===== src/rtl/approx_computing_kernel_npp.sv =====
// Iterative fixed-coefficient scaling kernel: sign-magnitude sample times COEF (Q1.7)
// via an 8-cycle serial shift-add multiplier, returning a 10-bit two's-complement result.
module approx_computing_kernel_npp #(
   parameter logic [7:0] COEF = 8'd192
) (
   input  logic       clk,
   input  logic       rst_n,
   input  logic [7:0] iData,
   input  logic       iSign,
   input  logic       iDataValid,
   output logic [9:0] oData,
   output logic       oDataValid
);

   typedef enum logic [1:0] {
      IDLE = 2'd0,
      BUSY = 2'd1,
      DONE = 2'd2
   } state_t;

   state_t      state_r, state_s;
   logic [7:0]  operand_r, operand_s;
   logic        sign_r, sign_s;
   logic [15:0] acc_r, acc_s;
   logic [3:0]  cnt_r, cnt_s;
   logic [9:0]  data_r, data_s;
   logic        valid_r, valid_s;
   logic [15:0] addend_s;
   logic [8:0]  mag_s;

   // Negating a zero magnitude yields zero, so no negative zero can escape.
   function automatic logic [9:0] apply_sign(input logic neg, input logic [8:0] mag);
      logic [9:0] wide;
      wide = {1'b0, mag};
      if (neg) begin
         apply_sign = 10'd0 - wide;
      end else begin
         apply_sign = wide;
      end
   endfunction

   // Partial product for the current multiplicand bit and the truncated Q1.7 magnitude.
   always_comb begin
      addend_s = {8'd0, COEF} << cnt_r[2:0];
      mag_s    = acc_r[15:7];
   end

   // State register.
   always_ff @(posedge clk or posedge rst_n) begin
      if (rst_n) begin
         state_r <= IDLE;
      end else begin
         state_r <= state_s;
      end
   end

   // Next-state and datapath next values.
   always_comb begin
      state_s   = state_r;
      operand_s = operand_r;
      sign_s    = sign_r;
      acc_s     = acc_r;
      cnt_s     = cnt_r;
      data_s    = data_r;
      valid_s   = 1'b0;
      case (state_r)
         IDLE: begin
            if (iDataValid) begin
               operand_s = iData;
               sign_s    = iSign;
               acc_s     = 16'd0;
               cnt_s     = 4'd0;
               state_s   = BUSY;
            end else begin
               state_s   = IDLE;
            end
         end
         BUSY: begin
            if (operand_r[cnt_r[2:0]]) begin
               acc_s = acc_r + addend_s;
            end else begin
               acc_s = acc_r;
            end
            cnt_s = cnt_r + 4'd1;
            // The eighth BUSY edge processes bit 7 and hands over to DONE.
            if (cnt_r == 4'd7) begin
               state_s = DONE;
            end else begin
               state_s = BUSY;
            end
         end
         DONE: begin
            data_s  = apply_sign(sign_r, mag_s);
            valid_s = 1'b1;
            state_s = IDLE;
         end
         default: begin
            state_s = IDLE;
         end
      endcase
   end

   // Datapath and output registers.
   always_ff @(posedge clk or posedge rst_n) begin
      if (rst_n) begin
         operand_r <= 8'd0;
         sign_r    <= 1'b0;
         acc_r     <= 16'd0;
         cnt_r     <= 4'd0;
         data_r    <= 10'd0;
         valid_r   <= 1'b0;
      end else begin
         operand_r <= operand_s;
         sign_r    <= sign_s;
         acc_r     <= acc_s;
         cnt_r     <= cnt_s;
         data_r    <= data_s;
         valid_r   <= valid_s;
      end
   end

   assign oData      = data_r;
   assign oDataValid = valid_r;

endmodule


===== config.mk =====
export PLATFORM = sky130hd
export DESIGN_NAME = approx_computing_kernel_npp
export DESIGN_NICKNAME = d
export VERILOG_FILES = /design/src/rtl/approx_computing_kernel_npp.sv
export SDC_FILE = /design/constraint.sdc
export NUM_CORES = 1
export LEC_CHECK = 0
export ABC_AREA = 1
export BUFFER_PORTS_ARGS = -buffer_cell sky130_fd_sc_hd__buf_2
export CORE_ASPECT_RATIO = 1.5
export CORE_MARGIN = 8
export CORE_UTILIZATION = 25
export CTS_CLUSTER_DIAMETER = 80
export DETAILED_ROUTE_END_ITERATION = 10
export PLACE_DENSITY = 0.41
export SLEW_MARGIN = 10
export SYNTH_ARGS = -nofsm -noshare
export SYNTH_HDL_FRONTEND = slang
export SYNTH_SLANG_ARGS = --single-unit

===== constraint.sdc =====
create_clock -name clk -period 2.8 [get_ports clk]
set_clock_uncertainty 0.2 [all_clocks]
set_input_delay 0.56 -clock clk [delete_from_list [all_inputs] [get_ports clk]]
set_output_delay 0.56 -clock clk [all_outputs]
set_load 0.1 [all_outputs]

==> results.yml <==
routing:
  routedWlPerCell_um: 12.4
  ant_nets: 0
  highest_layer: "met4"
  drtIter0Drc: 89
  met3_length_um: 171
  drc: 0
  wl_um: 5160
  firstDrtPassIters: 4
  vias_per_cell: 4.38
  vias: 1828
  wl_met2_um: 2800
  wl_met1_um: 2120
worst_setup_path:
  cp_slowest_cell: "dfrtp_1"
  rr_worst_depth: 14
  rr_startpoint: "cnt_r[1]$_DFFE_PP0P_"
  crit_chain: "inv_2 > ha_1 > inv_1 > nor2_1 > ha_1 > inv_1 > fa_1 > o21ai_0 > buf_4 > nand3_1 > nand2_1 > nand2_1 > nand3_1 > o21ai_1"
  endpoint_kind: "flop"
  crit_required_ns: 2.76
  cp.arrival_ns: 2.41
  setup.worst_path.start_class: "flop"
  r2r_end: "acc_r[14]$_DFFE_PP0P_"
  ff2ff_setup_slack_ns: 0.35
  path_max_fanout: 5
  crit_type: "reg -> reg"
  critical_path.max_stage_delay_ns: 0.45
run:
  cap_violations: 0
timing:
  hold_viol: 0
  tightest_slew_ns: 0.493
  period_share_pct: 87.3
  fmax_mhz: 409
  rsz0062_at_grt: "no"
  slew_violations: 0
  fin_crit_ns: 2.45
  finalSetupViolCount: 0
  slew_headroom_pct: 67.3
  setup_tns_ns: 0
layout:
  finalNetCount: 333
  antenna_cells: 0
  synthToLayoutAreaGrowth_pct: 18.1
  drive_gt1_share_pct: 19.5
cts:
  htreeDepth: 2
  clock_latency_ns: 0.28
  postCtsHoldBufs: 0
  clk_pin_slew_ns: 0.06
  cts_setup_buffers: 0
  clockBufferDepth: 2
  cts_buffers: 5
  clockRootBuffer: "clkbuf_16"
  cts_sinks: 36
  ctsResizeCount: 0
  tritoncts: "yes"
synthesis:
  yosys-top-cells-count: "68 x nand2_1, 36 x dfrtp_1, 35 x inv_1, 19 x nor2_1, 17 x nand3_1"
  synth_top_area_share_pct: 40.4
  synthesis.instances: 278
  ys_ff_latch: 36
  async_flop_share_pct: 100
  yosysSeqAreaShare_pct: 40.4
  ys_warn_count: 0
  yosys.area.top_type: "dfrtp_1"
  synth.distinct_cells: 35
  syn-num-nets: 304
  synthFlopType: "dfrtp_1"
  synth_edf_count: 0
  syn_avg_cell_area_um2: 8.01
  ys_top_cells_by_area: "dfrtp_1 40%, nand2_1 11%, ha_1 7.3%"
  yosysMostFrequentCell: "nand2_1"
  synthesis.area_um2: 2230
floorplan:
  die_area_um2: 12200
  placementRows: 42
  die_w_um: 93.1
  start_util_pct: 25.5
  io_pins: 23
  coreArea_um2: 8720
  die_h_um: 132
grt:
  track_usage_pct: 9.18
  antenna_found_initial: 0
  grt_max_degree: 37
  grt_pass1_wl_um: 9050
  grt_overflow: 0
  grt_pass1_vias: 1910
worst_hold_path:
  hold_path_class: "in -> async"
placement:
  detailed_place_hpwl_um: 4140
  place_congestion: 0.849
  io_buffers: 22
outcome:
  outcome: "completed"
-- flip-flops by register name, summed over array words and instances, names as in the netlist --
signal	count
oDataValid	1
operand_r	8
acc_r	10
cnt_r	4
sign_r	1
state_r	2
oData	10
-- cells by family after synthesis --
group,share of synthesized area [%]
compound gates,10.5
xor+xnor,3.54
fa+ha+maj,8.20
buf+inv,8.71
flops,40.4
mux,0.955
simple gates,27.6
-- area by class of cell --
| type | count | area, µm² |
|---|---|---|
| Tap cell | 110 | 138 |
| Multi-Input combinational cell | 195 | 1130 |
| Inverter | 42 | 160 |
| Timing Repair Buffer | 27 | 148 |
| Fill cell | 988 | 6090 |
| Sequential cell | 36 | 901 |
| Clock buffer | 7 | 153 |
-- stage by stage --
step	worst slack (ns)	hold WS (ns)	instances	util, %	cell area (µm²)
floorplan	0.399	0.255	278	-	2230
global placement	0.356	0.260	410	28.4	2480
detailed placement	0.317	0.263	410	28.4	2480
CTS	0.319	0.217	417	30.2	2630
global route	0.0894	0.248	417	30.2	2630
finish	0.354	0.193	417	30.2	2630
-- cell usage in the layout, fill, tap and decap left out, types with 3 or more instances in the layout --
cell and n:
nand2_1 68, dfrtp_1 36, inv_1 35, buf_2 22, nor2_1 19, nand3_1 17, o21ai_0 15, a21oi_1 13
ha_1 13, xor2_1 8, inv_2 6, nor2_4 6, o21ai_1 5, clkbuf_16 5, buf_4 5, nand2_2 4
nand3_2 3, o21ai_2 3, nor3_1 3, nand4_1 3
-- worst max path at each step --
stage                         start  slack [ns]  depth (start not counted)                    end
3_5_place_dp   cnt_r[1]$_DFFE_PP0P_        0.32                         14  acc_r[14]$_DFFE_PP0P_
3_3_place_gp   cnt_r[1]$_DFFE_PP0P_        0.36                         14  acc_r[14]$_DFFE_PP0P_
4_1_cts        cnt_r[1]$_DFFE_PP0P_        0.32                         14  acc_r[14]$_DFFE_PP0P_
2_1_floorplan  cnt_r[1]$_DFFE_PP0P_        0.40                         13  acc_r[14]$_DFFE_PP0P_
5_1_grt        cnt_r[1]$_DFFE_PP0P_        0.09                         14  acc_r[14]$_DFFE_PP0P_
6_report       cnt_r[1]$_DFFE_PP0P_        0.35                         14  acc_r[14]$_DFFE_PP0P_
-- worst max-delay path, delay by kind of cell (launching register included) --
kind            cells  cell delay (ns)
flops               1             0.45
simple gates        5             0.34
buf+inv             4             0.37
compound gates      2             0.23
fa+ha+maj           3             0.75
-- metal layers --
layer | vias to the layer above | global-route usage [%]
li1 | 949 | -
met1 | 849 | 9.84
met2 | 24 | 17.0
met3 | 6 | 1.77
met4 | 0 | 3.24
met5 | - | 0
Power is not shown: default switching activity piles up to over one toggle a cycle in this logic, so the estimate is an artifact.
